**config.mk**
```make
export PLATFORM = sky130hd
export DESIGN_NAME = led_shifter
export DESIGN_NICKNAME = d
export VERILOG_FILES = /design/src/rtl/led_shifter.sv
export SDC_FILE = /design/constraint.sdc
export NUM_CORES = 1
export LEC_CHECK = 0
export CAP_MARGIN = 20
export CORE_AREA = 2 2 60 62
export CTS_CLUSTER_DIAMETER = 80
export DETAILED_ROUTE_END_ITERATION = 7
export DIE_AREA = 0 0 62 64
export DONT_BUFFER_PORTS = 1
export PLACE_DENSITY = 0.74
export SYNTH_ARGS = -nofsm -noshare
export SYNTH_HDL_FRONTEND = slang
export SYNTH_SLANG_ARGS = --single-unit
```
**constraint.sdc**
```tcl
create_clock -name i_clk -period 3 [get_ports i_clk]
set_clock_uncertainty 0.15 [all_clocks]
set_input_delay 0.3 -clock i_clk [delete_from_list [all_inputs] [get_ports i_clk]]
set_output_delay 0.3 -clock i_clk [all_outputs]
set_load 0.02 [all_outputs]
```
**src/rtl/led_shifter.sv**
```systemverilog
// Frame-buffer readout: walks the frame buffer from the top address down and
// shifts each channel MSB-first into the LED driver chain, then latches and requests the next frame.
module led_shifter #(
  parameter int c_ledboards  = 30,
  parameter int c_bpc        = 12,
  parameter int c_channels   = c_ledboards * 32,
  parameter int c_addr_w     = $clog2(c_channels),
  parameter int c_clk_div    = 2,
  parameter int c_lat_cycles = 2
) (
  input  logic                i_clk,
  input  logic                i_rst,
  input  logic                i_en,
  output logic [c_addr_w-1:0] o_addr,
  input  logic [c_bpc-1:0]    i_data,
  output logic                o_sclk,
  output logic                o_sdi,
  output logic                o_lat,
  output logic                o_blank,
  output logic                o_drq,
  output logic                o_busy
);

  localparam int PH_W  = $clog2(2 * c_clk_div + 1);
  localparam int BIT_W = $clog2(c_bpc + 1);
  localparam int LAT_W = $clog2(c_lat_cycles + 1);

  localparam logic [c_addr_w-1:0] ADDR_TOP = c_addr_w'(c_channels - 1);
  localparam logic [PH_W-1:0]     PH_HI    = PH_W'(c_clk_div);
  localparam logic [PH_W-1:0]     PH_LAST  = PH_W'(2 * c_clk_div - 1);
  localparam logic [BIT_W-1:0]    BIT_LAST = BIT_W'(c_bpc - 1);
  localparam logic [LAT_W-1:0]    LAT_LAST = LAT_W'(c_lat_cycles - 1);

  typedef enum logic [2:0] {
    S_IDLE,
    S_FETCH,
    S_LOAD,
    S_SHIFT,
    S_LATCH,
    S_DRQ
  } state_t;

  state_t              state_reg;
  logic [c_bpc-1:0]    shift_reg;
  logic [PH_W-1:0]     phase_reg;
  logic [BIT_W-1:0]    bit_reg;
  logic [LAT_W-1:0]    lat_cnt_reg;
  logic [c_addr_w-1:0] addr_reg;
  logic                sclk_reg;
  logic                lat_reg;
  logic                blank_reg;
  logic                drq_reg;
  logic                busy_reg;
  logic [PH_W-1:0]     phase_inc;

  assign phase_inc = phase_reg + PH_W'(1);

  always_ff @(posedge i_clk) begin
    if (i_rst) begin
      state_reg   <= S_IDLE;
      shift_reg   <= '0;
      phase_reg   <= '0;
      bit_reg     <= '0;
      lat_cnt_reg <= '0;
      addr_reg    <= '0;
      sclk_reg    <= 1'b0;
      lat_reg     <= 1'b0;
      blank_reg   <= 1'b1;
      drq_reg     <= 1'b0;
      busy_reg    <= 1'b0;
    end else begin
      case (state_reg)
        S_IDLE: begin
          if (i_en) begin
            addr_reg  <= ADDR_TOP;
            busy_reg  <= 1'b1;
            state_reg <= S_FETCH;
          end
        end

        // Address was presented on entry; the RAM needs this cycle to respond.
        S_FETCH: begin
          state_reg <= S_LOAD;
        end

        S_LOAD: begin
          shift_reg <= i_data;
          phase_reg <= '0;
          bit_reg   <= '0;
          sclk_reg  <= 1'b0;
          state_reg <= S_SHIFT;
        end

        S_SHIFT: begin
          if (phase_reg == PH_LAST) begin
            // End of the high phase: drop sclk and move on to the next bit.
            phase_reg <= '0;
            sclk_reg  <= 1'b0;
            shift_reg <= {shift_reg[c_bpc-2:0], 1'b0};
            bit_reg   <= bit_reg + BIT_W'(1);
            if (bit_reg == BIT_LAST) begin
              if (addr_reg == '0) begin
                lat_reg     <= 1'b1;
                lat_cnt_reg <= '0;
                state_reg   <= S_LATCH;
              end else begin
                addr_reg  <= addr_reg - c_addr_w'(1);
                state_reg <= S_FETCH;
              end
            end
          end else begin
            phase_reg <= phase_inc;
            sclk_reg  <= (phase_inc >= PH_HI);
          end
        end

        S_LATCH: begin
          if (lat_cnt_reg == LAT_LAST) begin
            lat_reg   <= 1'b0;
            blank_reg <= 1'b0;
            drq_reg   <= 1'b1;
            state_reg <= S_DRQ;
          end else begin
            lat_cnt_reg <= lat_cnt_reg + LAT_W'(1);
          end
        end

        S_DRQ: begin
          drq_reg   <= 1'b0;
          busy_reg  <= 1'b0;
          state_reg <= S_IDLE;
        end

        default: begin
          state_reg <= S_IDLE;
        end
      endcase
    end
  end

  // The shift register empties itself by the end of each channel, so its MSB
  // doubles as the idle-low serial data output.
  assign o_sdi   = shift_reg[c_bpc-1];
  assign o_addr  = addr_reg;
  assign o_sclk  = sclk_reg;
  assign o_lat   = lat_reg;
  assign o_blank = blank_reg;
  assign o_drq   = drq_reg;
  assign o_busy  = busy_reg;

endmodule

```
[Word level (Yosys, flattened, before mapping)]
Cells that the tools add are included.
Storage, ports and cells
  word-level logic and storage cells: 79
  register bits: 39
Cells by class
  equality and inequality tests: 15
  multiplexer cells: 33
  $lt $le $gt $ge: 1
  add/sub/neg operators: 4
  reduce and logical (&&, ||, !) cells: 15
Operator list (number)
  10-bit 2-to-1 mux: 4
  12-bit case mux with 2 select lines: 1
  10-bit case mux with 2 select lines: 1
  3-bit 2-to-1 mux: 6
  3-bit case mux with 5 select lines: 1
  5-bit AND reduction: 3
  2-bit != test, second input constant: 7
  12-bit 2-to-1 mux: 1
  10-bit zero test: 1
  2-bit nonzero test: 5
  10-bit by 1-bit subtractor with 10-bit output, second input constant: 1
  3-bit by 2-bit equality test with 1-bit output, second input constant: 3
  2-bit 2-to-1 mux: 4
  1-bit case mux with 2 select lines: 4
  4-bit case mux with 2 select lines: 1
  2-bit AND reduction: 4
  1-bit 2-to-1 mux: 7
  3-bit equality test, second input constant: 2
  3-bit case mux with 2 select lines: 1
  4-bit by 1-bit adder with 4-bit output, second input constant: 1
  4-bit equality test, second input constant: 1
  4-bit 2-to-1 mux: 1
  2-bit case mux with 2 select lines: 1
  4-bit AND reduction: 1
  other kinds (6): 6

[Logic depth before layout (Yosys ltp)]
Gate-level depths: netlist of run 1.
  depth after elaboration: 5
  depth in mapped cells: 8
  mapped depth without buffers: 6

[Worst setup path before layout of run 1]
OpenSTA, ideal clock, no wires.
  path type: reg2reg
  from: register addr_reg[3] (netlist: o_addr[3])
  to: register addr_reg[8] (netlist: o_addr[8])
  arrival time: 1981 ps
  period minus slack after synthesis: 2246 ps
  library setup time: 115 ps
  cell stages (with the launch flop): 7
  setup slack: 754 ps
  buffers on the path: 2
  cells stage by stage: dfxtp_1 or4_1 buf_2 or4b_4 buf_6 o211a_1 o21a_1
On the way
  cells in the longest elaborated chain, start to end: 5
  elaborated cells between the ends (all ways): 8
  classes of those cells: add/sub (1); eq/ne (1); mux (4); reduce/logical (2)
RTL lines
  start, declared: line 48  | logic [c_addr_w-1:0] addr_reg;
  start signal, assigned: line 107  | addr_reg <= addr_reg - c_addr_w'(1);
  10-bit by 1-bit subtractor with 10-bit output: line 107
  10-bit 2-to-1 mux: line 102  | if (addr_reg == '0) begin
  10-bit 2-to-1 mux: line 101  | if (bit_reg == BIT_LAST) begin
  10-bit 2-to-1 mux: line 95  | if (phase_reg == PH_LAST) begin
  10-bit case mux with 2 select lines: line 72  | case (state_reg)
Parallel ways exist; a longest one is shown, timed or not. The select of a mux whose other input is x is not followed.
A chain may end at the register's enable or synchronous reset.

[Worst setup path in the final report of run 1]
  from: register phase_reg[0]
  to: register addr_reg[5] (netlist: o_addr[5])
On the way
  cells in the longest elaborated chain, start to end: 3
RTL lines
  start, declared: line 45  | logic [PH_W-1:0] phase_reg;
  start signal, assigned: line 112  | phase_reg <= phase_inc;
  3-bit by 2-bit equality test with 1-bit output: line 95
  2-bit != test (no line)
  5-bit AND reduction (no line)
No other way between the ends.

==> results.yml, run 1 <==
floorplanning:
  die_w_um: 62
  die-area_um2: 3970
  die_height_um: 64
  design.core.area_um2: 3280
  initial_core_util_pct: 59.0
  io_pins: 31
  fp-row-count: 21
pwr:
  p_comb_share_pct: 16.0
  pwr-share-clk_pct: 31.7
  power.total_mw: 1.18
  p_leak_nw: 0.786
  switchingPower_mw: 0.347
  internal_power_mw: 0.830
  vdd_ir_drop_max_mv: 0.286
  seqPwrFrac_pct: 52.3
  power.density_nw_per_um2: 541
  p_sw_share_pct: 29.5
routing:
  drc: 0
  ant_nets: 0
  drt_first_pass_iters: 4
  viasPerCell: 6.11
  vias: 1771
  drtIter0Drc: 158
  post_drt_wl_per_cell_um: 14.7
  wl_um: 4250
setup_path:
  crit_path_frequent_cell: "ha_1"
  path_delay_family: "compound AO/OA/AOI/OAI gates"
  cp_slowest_cell: "o21ai_1"
  crit_chain: "ha_1, ha_1, nand4b_1, o21ai_1, a31oi_1, a311oi_1"
  crit_path_end_kind: "flip-flop"
  critical_path_class: "flip-flop to flip-flop"
  reg2reg_slack_ns: 0.51
  crit_fanout: 10
  slowest_delay_ns: 0.65
  reg2reg_to: "o_addr[5]"
  cp.arrival_ns: 2.61
  cp-start-kind: "flip-flop"
  cp_num_buf_inv: 0
  critPathRequiredTime_ns: 3.13
  reg2reg_from: "phase_reg[0]"
  reg2reg_depth: 6
clock_tree:
  cts_tree: "built"
  cts_sinks: 39
  clkTransAtPathRegs_ns: 0.13
  htreeDepth: 2
  cts_made_buffers: 5
  cts_buffer_depth: 2
  clk_latency_ns: 0.35
  cts_setup_buffers: 0
  cts-root-buf: "clkbuf_4"
placement:
  dp_hpwl_um: 2750
  place_congestion: 0.852
  portBuffers: 0
run:
  maxCapViolCount: 0
global_routing:
  grt_usage_pct: 23.4
  grt_pass1_wl_um: 7100
  grt_start_max_net_pins: 40
  antenna_found_initial: 0
  grt_overflow: 0
  grt_pass1_vias: 1580
logic_synthesis:
  synth_top_flop_cell: "dfxtp_1"
  async_reset_ff_share_pct: 0
  yosys-top-cells-count: "39 x dfxtp_1, 32 x nand2_1, 25 x nor2_1"
  synth_edf_count: 0
  synth_top_area_share_pct: 40.3
  ys_types: 45
  synth_area_um2: 1940
  ys_top_cells_by_area: "dfxtp_1 40%, a311oi_1 6.8%, nand2_1 6.2%"
  yosysTopAreaCell: "dfxtp_1"
  yosysMostFrequentCell: "dfxtp_1"
  ys_seq_area_share_pct: 40.3
  avgSynthCellArea_um2: 8.18
  syn_nets: 259
  synth_seq_cells: 39
  syn-instance-count: 237
  ys_warn_count: 0
sta:
  layout_min_cycle_time_ns: 2.49
  setup_tns_ns: 0
  drv_slew: 0
  final_min_period_over_clock_period_pct: 82.9
  hold_ws_ns: 0.0633
  relSlewSlack_pct: 51.0
  setup-violations-final: 0
  fmax_ghz: 0.402
  finalHoldViolCount: 0
  rsz0062_at_grt: "no"
  worstMarginPinSlew_ns: 0.730
min_path:
  worstHoldStart: "i_rst"
  whs_path_depth: 2
  hp-class: "input port to flip-flop"
  holdPathEnd: "o_addr[1]"
finish:
  antenna_cells: 0
  syn2layout_area_growth_pct: 12.1
  largest_reg_flops: 12
  nets: 265
  drive_gt1_share_pct: 6.56
run_status:
  status: "finished clean"
## power groups by stage
stage	sequential [mW]	combinational (mW)	clock [mW]
floorplan	0.610	0.154	0
detailed placement	0.626	0.161	0
finish	0.615	0.189	0.373
CTS	0.614	0.187	0.379
global placement	0.624	0.157	0
global route	0.622	0.210	0.408
## metal layers
metal	GRT usage (%)	part of all wire [%]	wire, um	vias up
met3	8.70	6.8	291	6
met5	0	0	0	-
met1	31.8	46	1950	827
li1	-	-	-	874
met4	7.71	1.2	53	0
met2	33.7	46	1960	64
## final cells by class
class / count / area, um^2
inverter: 8 / 30.0
clock buffer: 6 / 51.3
sequential: 39 / 781
multi-input combinational: 173 / 1060
fill: 285 / 1110
clock inverter: 2 / 35.0
timing repair buffer: 16 / 163
tap: 46 / 57.6
## layout by cell type (no fill, tap or decap), types with 7 or more instances in the layout
cell type and n:
a21oi_1 19, a311oi_1 15, dfxtp_1 39, dlygate4sd3_1 12, ha_1 7, inv_1 8, nand2_1 32, nand2b_1 7
nor2_1 25, nor3_1 8
## what timing repair did
action,CTS,global route
endpoints found under the hold margin,39,0
resized for setup,0,0
hold buffers,13,0
## worst register-to-register path: cells and delay by family (launching register included)
family / cells / cell delay [ns]
adder cells (fa/ha/maj): 2 / 0.54
flip-flops: 1 / 0.39
AND/OR/NAND/NOR: 1 / 0.26
AO/OA/AOI/OAI: 3 / 1.08
## worst max-delay path by stage
stage	endpoint	cells after the start	start
3_5_place_dp	o_addr[5]	6	phase_reg[0]
6_report	o_addr[5]	6	phase_reg[0]
5_1_grt	o_addr[2]	6	phase_reg[0]
3_3_place_gp	o_addr[8]	4	o_addr[3]
2_1_floorplan	o_addr[8]	6	o_addr[3]
4_1_cts	o_addr[5]	6	phase_reg[0]
## kinds of logic after synthesis
kind of cell	share of synthesized area [%]
and+or+nand+nor	26.4
AOI/OAI and AO/OA	22.5
DFF	40.3
buffers and inverters	5.29
adders and majority gates	4.52
muxes	1.10
## through the flow
step | instance area (um^2) | setup slack, ns | utilization (%) | std cells
6_report | 2170 | 0.512 | 66.2 | 290
5_1_grt | 2170 | 0.313 | 66.2 | 290
2_1_floorplan | 1940 | 0.754 | - | 237
4_1_cts | 2170 | 0.557 | 66.2 | 290
3_3_place_gp | 1950 | 0.751 | 59.3 | 269
3_5_place_dp | 1950 | 0.586 | 59.3 | 269
Note: power is estimated with default switching activity, not from simulation.
==> inputs of run 2 (changes only) <==
clock period = 2.5 ns   (was 3 ns; I/O delays follow)
==> results.yml, run 2 (synthesized netlist as in run 1, its figures left out) <==
sta:
  worstMarginPinSlew_ns: 0.515
  setup_ws_ns: 0.363
  drv_slew: 0
  finalHoldViolCount: 0
  rsz0062_at_grt: "no"
  final_min_period_over_clock_period_pct: 85.5
  layout_min_cycle_time_ns: 2.14
  relSlewSlack_pct: 65.2
  setup-violations-final: 0
  setup_tns_ns: 0
  fmax_ghz: 0.468
pwr:
  p_leak_nw: 0.821
  internal_power_mw: 1.08
  p_comb_share_pct: 17.4
  switchingPower_mw: 0.417
  seqPwrFrac_pct: 48.1
  power.total_mw: 1.50
  pwr-share-clk_pct: 34.6
  p_sw_share_pct: 27.8
  power.density_nw_per_um2: 672
  vdd_ir_drop_max_mv: 0.376
setup_path:
  cp-start-kind: "flip-flop"
  reg2reg_slack_ns: 0.36
  slowest_delay_ns: 0.63
  cp_slowest_cell: "or4b_4"
  crit_fanout: 10
  critPathRequiredTime_ns: 2.60
  cp.arrival_ns: 2.24
  critical_path_class: "flip-flop to flip-flop"
  crit_path_end_kind: "flip-flop"
  crit_chain: "or4_1, or4b_4, o211a_1, o21a_1"
clock_tree:
  cts_sinks: 39
  post_cts_resized: 0
  hold_buffers: 13
  clkTransAtPathRegs_ns: 0.11
  cts_made_buffers: 5
  cts-root-buf: "clkbuf_4"
  cts_setup_buffers: 0
  htreeDepth: 2
  cts_tree: "built"
  cts_buffer_depth: 2
  clk_latency_ns: 0.35
floorplanning:
  fp-row-count: 21
  die_w_um: 62
  die_height_um: 64
  initial_core_util_pct: 59.0
  design.core.area_um2: 3280
  io_pins: 31
  die-area_um2: 3970
global_routing:
  grt_usage_pct: 23.8
  antenna_found_initial: 0
  grt_pass1_wl_um: 7310
  grt_overflow: 0
  grt_pass1_vias: 1704
  grt_start_max_net_pins: 40
placement:
  place_inst: 275
  place_ws_ns: 0.390
  place_congestion: 0.812
  dp_hpwl_um: 2900
  portBuffers: 0
min_path:
  hp-class: "input port to flip-flop"
routing:
  wl_um: 4300
  ant_nets: 0
  post_drt_wl_per_cell_um: 14.5
  drc: 0
  viasPerCell: 6.08
  drtIter0Drc: 152
  vias: 1799
  drt_first_pass_iters: 5
run_status:
  status: "finished clean"
finish:
  drive_gt1_share_pct: 8.40
  nets: 271
  largest_reg_flops: 12
  syn2layout_area_growth_pct: 15.2
  antenna_cells: 0
  layout.cells.most_common: "dfxtp_1"
  final-instance-count-excl-fill: 296
  layout_common_cells: "39 x dfxtp_1, 32 x nand2_1, 25 x nor2_1"
run:
  maxCapViolCount: 0
run 2: changes by cell type in the layout (fill, tap and decap cells not counted), sizes merged:
cell	previous run	this run
buf	4	10
clkinv	1	0
bufinv	1	2
run 2: cell type report:
class	count	area, um^2
clock buffer	6	41.3
clock inverter	2	60.1
fill	267	1050
inverter	8	30.0
multi-input combinational	173	1060
sequential	39	781
tap	46	57.6
timing repair buffer	22	208
run 2: worst max-delay path, delay by kind of cell (launching register included):
kind / cells / cell delay, ns
DFF: 1 / 0.33
and+or+nand+nor: 2 / 1.24
AOI/OAI and AO/OA: 2 / 0.32
run 2: per-layer routing:
| layer | GRT usage (%) | vias to the layer above | share of wire [%] | wire [um] |
|---|---|---|---|---|
| li1 | - | 892 | - | - |
| met1 | 31.8 | 841 | 45 | 1930 |
| met4 | 7.18 | 0 | 0.98 | 42 |
| met3 | 7.49 | 5 | 6.7 | 287 |
| met2 | 36.2 | 61 | 47 | 2040 |
| met5 | 0 | - | 0 | 0 |
run 2: power by group through the flow:
stage	clock network (mW)	logic (mW)	registers, mW
CTS	0.529	0.258	0.721
finish	0.519	0.261	0.722
detailed placement	0	0.229	0.736
global route	0.558	0.286	0.730
floorplan	0	0.185	0.732
global placement	0	0.218	0.732
run 2: path summary, 6_finish.rpt:
check,startpoint,to,cells after the start
worst max-delay path,o_addr[3],o_addr[8],4
worst min-delay path,i_rst,shift_reg[7],2
worst max register to register,o_addr[3],o_addr[8],4
worst min register to register,shift_reg[0],shift_reg[1],2
run 2: per-stage QoR:
step	hold slack (ns)	util, %	area, um^2
floorplan	0.262	-	1940
global placement	0.174	60.6	1990
detailed placement	0.175	60.6	1990
CTS	0.0171	68.0	2230
global route	0.0213	68.0	2230
finish	0.0306	68.0	2230
==> inputs of run 3 (changes only) <==
TNS_END_PERCENT = 50   (was default)
==> results of run 3 <==
Same layout as run 2: the final DEF is identical, and so are final timing and power.
